## src/rtl/lane_scheduler_pkg.sv

```systemverilog
// Shared symbols, link states and the registered output bundle
// for the PHY transmit lane scheduler.
package lane_scheduler_pkg;

  localparam logic [7:0] COM  = 8'hBC;
  localparam logic [7:0] IDLE = 8'h7C;

  localparam logic [1:0] ST_TRAIN = 2'd0;
  localparam logic [1:0] ST_WAIT  = 2'd1;
  localparam logic [1:0] ST_RUN   = 2'd2;

  typedef struct packed {
    logic [7:0] data;
    logic       valid;
    logic       k;
    logic       ins;
  } tx_out_t;

  function automatic tx_out_t ctrl_sym(
    input logic [7:0] sym,
    input logic       ins
  );
    tx_out_t o;
    o.data  = sym;
    o.valid = 1'b0;
    o.k     = 1'b1;
    o.ins   = ins;
    return o;
  endfunction

endpackage

```

## src/rtl/lane_scheduler_arbiter.sv

```systemverilog
// Four-way round-robin arbiter; optionally re-grants the
// pointer lane to sustain a burst.
module rr_arbiter_4 (
  input  logic [3:0] req,
  input  logic [1:0] ptr,
  input  logic       hold,
  output logic [3:0] gnt,
  output logic [1:0] gnt_idx
);

  logic [1:0] cand;
  logic       found;

  always_comb begin
    gnt     = '0;
    gnt_idx = ptr;
    found   = 1'b0;
    cand    = ptr;
    if (hold && req[ptr]) begin
      gnt[ptr] = 1'b1;
      found    = 1'b1;
    end
    // search ptr+1 .. ptr+4; the last step wraps back to ptr
    for (int i = 1; i <= 4; i++) begin
      cand = ptr + 2'(i);
      if (!found && req[cand]) begin
        found     = 1'b1;
        gnt[cand] = 1'b1;
        gnt_idx   = cand;
      end
    end
  end

endmodule

```

## src/rtl/lane_scheduler.sv

```systemverilog
// Link training FSM plus round-robin byte-slot sharing among
// four lanes, feeding the parallel-to-serial stage.
module lane_scheduler
  import lane_scheduler_pkg::*;
#(
  parameter int TRAIN_CYC = 16,
  parameter int TIMEOUT   = 64,
  parameter int BURST_MAX = 1
) (
  input  logic       clk_4f,
  input  logic       reset,
  input  logic [7:0] data_0p,
  input  logic [7:0] data_1p,
  input  logic [7:0] data_2p,
  input  logic [7:0] data_3p,
  input  logic       valid_0p,
  input  logic       valid_1p,
  input  logic       valid_2p,
  input  logic       valid_3p,
  input  logic       active,
  output logic       ready_0p,
  output logic       ready_1p,
  output logic       ready_2p,
  output logic       ready_3p,
  output logic [7:0] data_out,
  output logic       valid_out,
  output logic       k_out,
  output logic       inserter,
  output logic [1:0] link_state
);

  localparam int TW = (TRAIN_CYC > 1) ? $clog2(TRAIN_CYC) : 1;
  localparam int OW = (TIMEOUT > 1) ? $clog2(TIMEOUT) : 1;
  localparam int BW = $clog2(BURST_MAX + 1);

  localparam logic [TW-1:0] TRAIN_LAST = TW'(TRAIN_CYC - 1);
  localparam logic [OW-1:0] TO_LAST    = OW'(TIMEOUT - 1);
  localparam logic [BW-1:0] BURST_LIM  = BW'(BURST_MAX);

  logic [1:0]    state_q, state_d;
  logic [TW-1:0] train_cnt_q, train_cnt_d;
  logic [OW-1:0] to_cnt_q, to_cnt_d;
  logic [1:0]    ptr_q, ptr_d;
  logic [BW-1:0] burst_cnt_q, burst_cnt_d;
  logic          gnt_last_q, gnt_last_d;
  tx_out_t       out_q, out_d;

  logic [3:0] req;
  logic [3:0] gnt;
  logic [1:0] gnt_idx;
  logic       hold;
  logic       run_ok;
  logic [3:0] ready;
  logic [7:0] lane_data [4];

  assign req = {valid_3p, valid_2p, valid_1p, valid_0p};

  assign lane_data[0] = data_0p;
  assign lane_data[1] = data_1p;
  assign lane_data[2] = data_2p;
  assign lane_data[3] = data_3p;

  assign hold = gnt_last_q && (burst_cnt_q < BURST_LIM);

  rr_arbiter_4 u_arb (
    .req     (req),
    .ptr     (ptr_q),
    .hold    (hold),
    .gnt     (gnt),
    .gnt_idx (gnt_idx)
  );

  // a reset or an active drop in the same cycle kills the grant
  assign run_ok = (state_q == ST_RUN) && active && !reset;
  assign ready  = gnt & {4{run_ok}};

  always_comb begin
    state_d     = state_q;
    train_cnt_d = train_cnt_q;
    to_cnt_d    = to_cnt_q;
    ptr_d       = ptr_q;
    burst_cnt_d = burst_cnt_q;
    gnt_last_d  = 1'b0;
    out_d       = ctrl_sym(COM, 1'b0);
    unique case (1'b1)
      (state_q == ST_TRAIN): begin
        if (train_cnt_q == TRAIN_LAST) begin
          state_d     = ST_WAIT;
          train_cnt_d = '0;
        end else begin
          train_cnt_d = train_cnt_q + TW'(1);
        end
      end
      (state_q == ST_WAIT): begin
        if (active) begin
          state_d  = ST_RUN;
          to_cnt_d = '0;
        end else if (to_cnt_q == TO_LAST) begin
          state_d  = ST_TRAIN;
          to_cnt_d = '0;
        end else begin
          to_cnt_d = to_cnt_q + OW'(1);
        end
      end
      (state_q == ST_RUN): begin
        if (!active) begin
          state_d = ST_TRAIN;
        end else if (|gnt) begin
          out_d.data  = lane_data[gnt_idx];
          out_d.valid = 1'b1;
          out_d.k     = 1'b0;
          out_d.ins   = 1'b0;
          ptr_d       = gnt_idx;
          gnt_last_d  = 1'b1;
          if (hold && req[ptr_q]) begin
            burst_cnt_d = burst_cnt_q + BW'(1);
          end else begin
            burst_cnt_d = BW'(1);
          end
        end else begin
          out_d = ctrl_sym(IDLE, 1'b1);
        end
      end
      default: begin
        state_d = ST_TRAIN;
      end
    endcase
  end

  always_ff @(posedge clk_4f) begin
    if (reset) begin
      state_q     <= ST_TRAIN;
      train_cnt_q <= '0;
      to_cnt_q    <= '0;
      ptr_q       <= 2'd3;
      burst_cnt_q <= '0;
      gnt_last_q  <= 1'b0;
      out_q       <= '{data: 8'h00, valid: 1'b0,
                       k: 1'b0, ins: 1'b0};
    end else begin
      state_q     <= state_d;
      train_cnt_q <= train_cnt_d;
      to_cnt_q    <= to_cnt_d;
      ptr_q       <= ptr_d;
      burst_cnt_q <= burst_cnt_d;
      gnt_last_q  <= gnt_last_d;
      out_q       <= out_d;
    end
  end

  assign ready_0p   = ready[0];
  assign ready_1p   = ready[1];
  assign ready_2p   = ready[2];
  assign ready_3p   = ready[3];
  assign data_out   = out_q.data;
  assign valid_out  = out_q.valid;
  assign k_out      = out_q.k;
  assign inserter   = out_q.ins;
  assign link_state = state_q;

endmodule

```

## config.mk

```make
export PLATFORM = sky130hd
export DESIGN_NAME = lane_scheduler
export DESIGN_NICKNAME = d
export VERILOG_FILES = /design/src/rtl/lane_scheduler_pkg.sv /design/src/rtl/lane_scheduler_arbiter.sv /design/src/rtl/lane_scheduler.sv
export SDC_FILE = /design/constraint.sdc
export NUM_CORES = 1
export LEC_CHECK = 0
export CORE_MARGIN = 2
export CORE_UTILIZATION = 25
export CTS_CLUSTER_DIAMETER = 30
export DETAILED_ROUTE_END_ITERATION = 12
export PLACE_DENSITY = 0.54
export SYNTH_ARGS = -nofsm -noshare
export SYNTH_HDL_FRONTEND = slang
export SYNTH_SLANG_ARGS = --single-unit
```

## constraint.sdc

```tcl
create_clock -name clk_4f -period 5.6 [get_ports clk_4f]
set_input_delay 0.84 -clock clk_4f [delete_from_list [all_inputs] [get_ports clk_4f]]
set_output_delay 0.84 -clock clk_4f [all_outputs]
set_load 0.005 [all_outputs]
```

### Yosys cells after proc, flatten, opt, wreduce, memory -nomap -nowiden

Index checks and enable logic that the tools add are counted.

| storage, ports and cells | value |
|---|---|
| register bits after elaboration | 27 |
| bits in latches | 0 |
| memory bits (writable) | 0 |
| memory bits (read-only) | 0 |
| input bits | 39 |
| output and inout port bits | 17 |
| logic and storage cells | 112 |
| memories | 0 |

| cells by class | value |
|---|---|
| $add $sub $neg | 6 |
| multiply operators | 0 |
| div/mod/pow operators | 0 |
| $lt $le $gt $ge | 10 |
| equality and inequality tests | 7 |
| shift-type cells | 0 |
| mux-type cells | 45 |
| bitwise gates (word level) | 9 |
| reduce and logical (&&, ||, !) cells | 23 |

Operator list:

| kind | number |
|---|---|
| 2-to-1 mux 11 bit | 3 |
| 2-to-1 mux 4 bit | 6 |
| binary-select mux 8 bit (select 2 bit) | 1 |
| 2-to-1 mux 2 bit | 8 |
| 2-to-1 mux 8 bit | 2 |
| bitwise OR 4 bit | 4 |
| 2-to-1 mux 1 bit | 14 |
| logical AND 1 bit | 12 |
| less-than comparator 2 x 3 -> 1 bit, second input constant | 4 |
| 2-to-1 mux 6 bit | 2 |
| binary-select mux 1 bit (select 2 bit) | 4 |
| demux 1 bit (select 2 bit) | 4 |
| greater-or-equal comparator 2 x 1 -> 1 bit, second input constant | 4 |
| OR reduction 4 bit | 2 |
| adder 6 x 1 -> 6 bit, second input constant | 1 |
| equality test 6 bit, second input constant | 1 |
| case mux 2 bit (3 select lines) | 1 |
| AND reduction 3 bit | 2 |
| zero test 1 bit | 5 |
| adder 2 bit, second input constant | 2 |
| adder 4 x 1 -> 4 bit, second input constant | 1 |
| bitwise AND 4 bit | 1 |
| equality test 4 bit, second input constant | 1 |
| greater-or-equal comparator 3 bit, second input constant | 1 |
| 12 further kinds | 14 |

### Longest topological paths before layout

Gate-level depths: netlist of the first run.

| depth | value |
|---|---|
| word-level depth | 23 |
| mapped depth | 11 |
| depth with buffers taken out | 9 |

### Cells and area by module

A second synthesis of the first run with hierarchy kept.

| unflattened totals | value |
|---|---|
| cell total of the unflattened synthesis | 205 |
| area total of the unflattened synthesis | 1851.8 um^2 |

Modules (own cells, without submodules):

| module | instances | cells each | area an instance (um^2) | sequential area each (um^2) |
|---|---|---|---|---|
| lane_scheduler | 1 | 127 | 1251.2 | 520.5 |
| rr_arbiter_4 | 1 | 78 | 600.6 | 0.0 |

### Least setup slack after synthesis of the first run

Ideal clock, no wire load.

| timing path | value |
|---|---|
| kind | register to output |
| start point | register ptr_q[0] |
| end point | output port ready_2p |
| arrival | 2.225 ns |
| data required time | 4.760 ns |
| setup slack | 2.535 ns |
| stages on the path, launching flop included | 8 |
| path buffers | 1 |
| cell sequence | dfxtp_1 -> buf_6 -> inv_1 -> ha_1 -> mux4_2 -> o41ai_2 -> a221o_2 -> and2_2 |

| on the way | value |
|---|---|
| longest elaborated chain between the ends | 17 |
| elaborated cells between the ends (all ways) | 54 |
| classes of those cells | add/sub: 3; order compare: 8; mux: 25; bitwise: 5; reduce/logical: 13 |

RTL lines:

| element | line | source |
|---|---|---|
| start: declaration | lane_scheduler.sv:43 | `logic [1:0] ptr_q, ptr_d;` |
| start signal: assignment | lane_scheduler.sv:144 | `ptr_q <= ptr_d;` |
| parallel branches: the longest is 15 deep, another holds less-than comparator 2 x 3 -> 1 bit | -- |  |
| 2-to-1 mux 4 bit (*) | lane_scheduler_arbiter.sv:26 | `if (!found && req[cand]) begin` |
| bitwise AND 4 bit (*) | lane_scheduler.sv:75 | `assign ready = gnt & {4{run_ok}};` |
| end: declaration | lane_scheduler.sv:23 | `output logic ready_2p,` |

Mark *: on every way between the ends. The select of a mux whose other input is x is not followed.

### Worst setup path after layout of the first run

Ends and elaborated chain as after synthesis.

==> results.md, run 1 <==
- Synth Area per Inst: 9.91 sq um
- Final RePlAce weighted congestion: about 0.77
- Largest net degree at the start of global routing: 20
- Initial core utilization: 0.254
- Commonest non-fill, non-tap cell in the layout: clkdlybuf4s50_1
- Post-CTS sizing: 0
- DRC violation count after routing: 0
- Syn Nets: roughly 230
- Overall die area: around 7900 sq um
- Sequential fraction of the synthesis area: 0.287
- Fin. Hold Viols: 0
- Delay-heaviest family, CP: compound AO/OA/AOI/OAI gates
- CTS Sinks: 26
- Area of the mapped netlist: 1810 sq um
- Post-synth top area cell: dfxtp_1
- Synth-to-Final Area Change: 37.1%
- Die Width: 89.2 microns
- Cts bufs inserted: 3
- CTS tree: done
- Core Region: ~7000 sq um
- Busiest layer in global routing: met2
- Primary FF master, synth: dfxtp_1
- Ant. Diodes: 0
- Top cell type's share of synthesized area: 0.287
- Height of the die: 89.2 microns
- Worst Setup Start Kind: register
- Status: finished, final reports clean
- Routed wire length: about 4100 microns
- Crit. End Element: output port
- Adder-cell share of the synthesized area: 0.0621
- Largest family of logic cells by synthesized area: multiplexers
- M1 GR Usage: 0.139
- Max incr delay on CP: approximately 650 ps
- Total GRT Usage: 0.107
- Most frequent cells in the layout: 55 x clkdlybuf4s50_1, 26 x dfxtp_1, 17 x mux2i_1, 15 x a21oi_1, 12 x nand2_1
- Crit share post-route: 0.785
- Post-DR wirelength/cell: 12.2 microns
- Worst hold margin: just under 500 ps
- Worst-path fanout max: 13
- Hpwl dp: between 3000 and 4000 microns
- Antenna Nets Post-Route: 0
- RSZ-0062 raised after global routing: false
- Nets: about 280
- Power Internal: ~0.3 mW
- Max Cap Viol: 0
- Count of state elements after synthesis: 26
- Synth top area cells: dfxtp_1 29%, mux2i_1 9.4%, ha_1 6.2%
- Simple-gate portion of the synthesized area: 0.188
- Final setup vio count: 0
- IO buf count: 55
- Initial antenna violation count: 0
- Switch share: 0.230
- Asr flop ratio synth: 0
- Met3 Usage GRT: 0.0351
- Vias per cell: 4.65
- Layout cells sized above 1: 0.136
- Critical path arrival: 3550 ps
- Synth warn: 0
- Clock share of power: 0.293
- P_sw: between 0.09 and 0.1 mW
- Post-CTS Setup Bufs: 0
- F_max: 228 MHz
- Sequential power share: 0.480
- First-pass GRT wire length: approximately 6700 microns
- Mux cell area share after synthesis: 0.208
- Worst-path clk slew: roughly 90 ps
- Worst-skew pair later-pin latency: between 200 and 300 ps
- Min Clock Period, post-route: 4390 ps
- Number of global-route vias before repair: roughly 1400
- WS Path Type: register to output port
- Post-synth EDFFs: 0
- Pwr dens: 161 nW/um^2
- Max Slew Vio Count: 0
- I/O pins: 56
- Htree depth: 1
- CP required: approximately 4800 ps
- IR drop worst, VDD: ~0.000095 V
- Cts hold-fix bufs: 0
- Pre-Repair DR Iteration Count: 4
- Post-Synthesis Cells: about 180
- Rows: 31
- Cell Chain, Critical Path: inv_1, ha_1, mux4_2, o41ai_2, a221o_2, and2_2, clkdlybuf4s50_1
- Relative slew slack: 0.519
- Leakage power total: 1.01 nW
- XOR/XNOR Fraction of Synth Area: 0.0248
- Setup TNS: 0 ps
- Combinational Power Share: 0.227
- Hold/Removal Path Class: register to register
- 1st-iter DRT viols: between 50 and 60
- GR met2 Demand/Resource: 0.177
- Root buffer cell: clkbuf_8
- Final setup skew: 3.66 ps
- Worst slew pin tran: 719 ps
- Compound-Gate Fraction of Synth Area: 0.186
- Worst Path Buf+Inv: 2
- Bufs on Longest Clock Path: 2
- Final Core Density: 0.348
- Via count: 1553
- Grt total ovfl: 0
- Crit path max-delay cell type: dfxtp_1
- Distinct cells, synth: just under 50
[kinds of logic after synthesis]
| family | Yosys count |
|---|---|
| xor+xnor | 3 |
| compound gates | 48 |
| simple gates | 55 |
| buf+inv | 13 |
| fa+ha+maj | 9 |
| mux | 29 |
| flops | 26 |
[final timing paths]
| check | start | to | slack (ps) | cells after the start |
|---|---|---|---|---|
| hold reg to reg | train_cnt_q[3] | train_cnt_q[3] | 490 | 2 |
| setup reg to reg | ptr_q[0] | ptr_q[0] | 2110 | 9 |
| hold / removal | train_cnt_q[3] | train_cnt_q[3] | 490 | 2 |
| setup / recovery | ptr_q[0] | ready_2p | 1210 | 7 |
[cell usage after synthesis (2+ instances only)]
library cell  count
dfxtp_1          26
mux2i_1          17
a21oi_1          15
nand2_1          12
nor2_1           10
ha_1              9
o21ai_0           9
nand3b_1          8
inv_1             6
mux2_2            6
and2_1            5
mux4_2            5
o21ai_1           5
a221o_2           4
buf_6             4
a2bb2oi_1         2
a31oi_1           2
and2_2            2
and3_1            2
nand3_1           2
nor3_1            2
or3_1             2
xor2_1            2
[registers in the layout (all words and copies together), names as in the netlist]
name / flops
burst_cnt_q: 1
data_out: 8
gnt_last_q: 1
inserter: 1
k_out: 1
link_state: 2
ptr_q: 2
to_cnt_q: 6
train_cnt_q: 4
[power by group through the flow]
stage	clock, mW	combinational [mW]	sequential, mW
floorplan	0	0.0496	0.197
global placement	0	0.0916	0.197
detailed placement	0	0.0921	0.197
CTS	0.122	0.0924	0.193
global route	0.129	0.0992	0.194
finish	0.118	0.0910	0.193
[worst min-delay path, delay by kind of cell, from the launching register on]
family,cells,cell delay [ps]
AOI/OAI and AO/OA,2,130
DFF,1,320
[layout make-up]
| class | instances | area [sq um] |
|---|---|---|
| Inverter | 6 | 22.5 |
| Multi-Input combinational cell | 144 | 1210 |
| Fill cell | 747 | 4650 |
| Tap cell | 99 | 124 |
| Timing Repair Buffer | 55 | 551 |
| Clock buffer | 4 | 55.1 |
| Sequential cell | 26 | 520 |
[through the flow]
stage / setup WS [ps] / power [mW] / instances / instance area, sq um
detailed placement: 1380 / 0.289 / 330 / 2430
finish: 1210 / 0.401 / 334 / 2480
global route: 907 / 0.422 / 334 / 2480
CTS: 1160 / 0.407 / 334 / 2480
floorplan: 2540 / 0.247 / 183 / 1810
global placement: 1400 / 0.289 / 330 / 2430
[per-layer routing]
metal / part of all wire / wire (microns) / vias up
met5: 0 / 0 / -
met4: 0.0029 / 12 / 0
met3: 0.050 / 203 / 2
met2: 0.48 / 1960 / 41
met1: 0.47 / 1910 / 727
li1: - / - / 783
Power figures use the tool's default switching activity.
==> inputs of run 2 (changes only) <==
--- a/config.mk
+++ b/config.mk
@@ -9,7 +9,7 @@
 export CORE_UTILIZATION = 25
 export CTS_CLUSTER_DIAMETER = 30
 export DETAILED_ROUTE_END_ITERATION = 12
-export PLACE_DENSITY = 0.54
+export PLACE_DENSITY = 0.56
 export SYNTH_ARGS = -nofsm -noshare
 export SYNTH_HDL_FRONTEND = slang
 export SYNTH_SLANG_ARGS = --single-unit
==> constraint.sdc (replaced) <==
create_clock -name clk_4f -period 3.8 [get_ports clk_4f]
set_input_delay 0.57 -clock clk_4f [delete_from_list [all_inputs] [get_ports clk_4f]]
set_output_delay 0.57 -clock clk_4f [all_outputs]
set_load 0.005 [all_outputs]
==> run 2 against run 1 <==
Against the previous run: via count rose by 1.4%; global-route usage increased by 0.15 points; largest cell class unchanged; critical path type is now input pin to output port; clock skew increased by 0.74 ps; routed wire length rose by 2.9%; count of clock-buffer cells in the layout fell by 1; non-clock buffer count is 5 higher; power grew 43%.
==> results.md, run 2 (synthesis results as in run 1) <==
- Max Cap Viol: 0 (unchanged)
- Status: finished, final reports clean
- Worst-path fanout max: 8 (-5)
- Capturing point of the worst reg2reg path: ptr_q[0]
- Bufs on Longest Clock Path: 2 (unchanged)
- Crit share post-route: 0.971
- Grt total ovfl: 0 (unchanged)
- Finished Layout Cells: 338 (+1.2%)
- DRC violation count after routing: 0 (unchanged)
- Final Instance Area: 2510 sq um (+0.96%)
- Crit. End Element: output port
- Post-DR wirelength/cell: 12.4 microns (+1.6%)
- CTS Sinks: 26 (unchanged)
- Most frequent cells in the layout: 55 x clkdlybuf4s50_1, 26 x dfxtp_1, 17 x mux2i_1, 15 x a21oi_1, 12 x nand2_1
- Final setup skew: 4.40 ps (+0.739 ps)
- Fin. Hold Viols: 0 (unchanged)
- Cts bufs inserted: 3 (unchanged)
- Routed wire length: 4200 microns (+2.9%)
- Height of the die: 89.2 microns (unchanged)
- Relative slew slack: 0.557 (+0.0373)
- Pre-Repair DR Iteration Count: 4 (unchanged)
- Reg2reg start: ptr_q[0]
- Hold/Removal Path Class: register to register
- Cts hold-fix bufs: 0 (unchanged)
- Placed instance count: 335 (+1.5%)
- Hpwl dp: 3280 microns (+2.6%)
- Post-CTS Setup Bufs: 0 (unchanged)
- Worst Setup Start Kind: input pin
- Vias per cell: 4.66 (+0.15%)
- Worst hold endpoint: to_cnt_q[5]
- Final setup vio count: 0 (unchanged)
- Multi-input gate area: 1210 sq um (unchanged)
- 1st-iter DRT viols: 52 (+2.0%)
- Leakage power total: 1.03 nW (+1.5%)
- Worst-path clk slew: 80 ps (about the same)
- Initial antenna violation count: 0 (unchanged)
- Nets: 289 (+1.8%)
- DP Area: 2470 sq um (+1.5%)
- Synth-to-Final Area Change: 38.4%
- Post-CTS sizing: 0 (unchanged)
- Initial core utilization: 0.254 (unchanged)
- Hold path depth: 2 (unchanged)
- Root buffer cell: clkbuf_8
- RSZ-0062 raised after global routing: false
- Ant. Diodes: 0 (unchanged)
- F_max: 271 MHz
- Max FFs per register: 8 (unchanged)
- Final RePlAce weighted congestion: 0.741 (-4.1%)
- Worst slew pin tran: 658 ps (-60.7 ps)
- I/O pins: 56 (unchanged)
- Core Region: 7140 sq um (unchanged)
- CTS tree: done
- Via count: 1574 (+1.4%)
- Pwr dens: 229 nW/um^2 (+42%)
- Antenna Nets Post-Route: 0 (unchanged)
- Max Slew Vio Count: 0 (unchanged)
- Commonest non-fill, non-tap cell in the layout: clkdlybuf4s50_1
- Fillers: 760 (+1.7%)
- Critical path arrival: 3120 ps (-430 ps)
- WS Path Type: input pin to output port
- First-pass GRT wire length: 6730 microns (+0.61%)
- Total GRT Usage: 0.108 (+0.00153)
- R2R depth: 10 (+1)
- IR drop worst, VDD: 0.000127 V (+33%)
- PnR Total Power: 0.574 mW (+43%)
- Largest net degree at the start of global routing: 20 (unchanged)
- Min Clock Period, post-route: 3690 ps
- Rows: 31 (unchanged)
- Worst-skew pair later-pin latency: 270 ps (about the same)
- Overall die area: 7950 sq um (unchanged)
- Setup TNS: 0 ps (unchanged)
- Htree depth: 1 (unchanged)
- CP required: 3230 ps (-1530 ps)
- IO buf count: 55 (unchanged)
- Min-delay src: to_cnt_q[5]
- Number of global-route vias before repair: 1486 (+3.3%)
- Register area: 520 sq um (unchanged)
- Layout cells sized above 1: 0.151 (+0.0145)
- Reg2Reg Setup Slack: 960 ps (-1150 ps)
- Die Width: 89.2 microns (unchanged)
==> run 2: how the worst max path moves through the flow <==
stage | from | to | slack (ps) | cells after the start
CTS | valid_1p | ready_1p | 140 | 6
finish | valid_1p | ready_1p | 110 | 6
detailed placement | valid_1p | ready_1p | 150 | 6
global placement | valid_1p | ready_3p | 200 | 6
floorplan | ptr_q[0] | ready_2p | 1010 | 7
global route | valid_2p | ready_0p | 20 | 6
==> run 2: per-stage QoR <==
step,hold WS (ps),worst slack (ps),util
floorplan,442,1010,-
global placement,473,199,0.346
detailed placement,483,152,0.346
CTS,502,139,0.352
global route,519,17.9,0.352
finish,500,110,0.352
==> run 2: critical path, stage by stage <==
cell	delay (ps)
clkdlybuf4s50_1	480
mux4_2	620
o41ai_2	530
a221o_2	290
and2_1	130
clkdlybuf4s50_1	490
==> run 2: power by group <==
| part | total (mW) | internal [mW] | switching (mW) |
|---|---|---|---|
| Clock | 0.153 | 0.0709 | 0.0824 |
| Combinational | 0.137 | 0.0850 | 0.0519 |
| Sequential | 0.284 | 0.280 | 0.00373 |
| Total | 0.574 | 0.436 | 0.138 |
==> run 2: area by class of cell <==
class	count	area share
Sequential cell	26	0.207
Tap cell	99	0.0494
Timing Repair Buffer	60	0.234
Inverter	6	0.00898
Multi-Input combinational cell	144	0.483
Clock buffer	3	0.0165
==> run 2: per-layer routing <==
metal	vias to the layer above	GRT usage	part of all wire
li1	792	-	-
met1	737	0.133	0.46
met2	41	0.190	0.48
met3	4	0.0268	0.048
met4	0	0.0258	0.013
met5	-	0	0
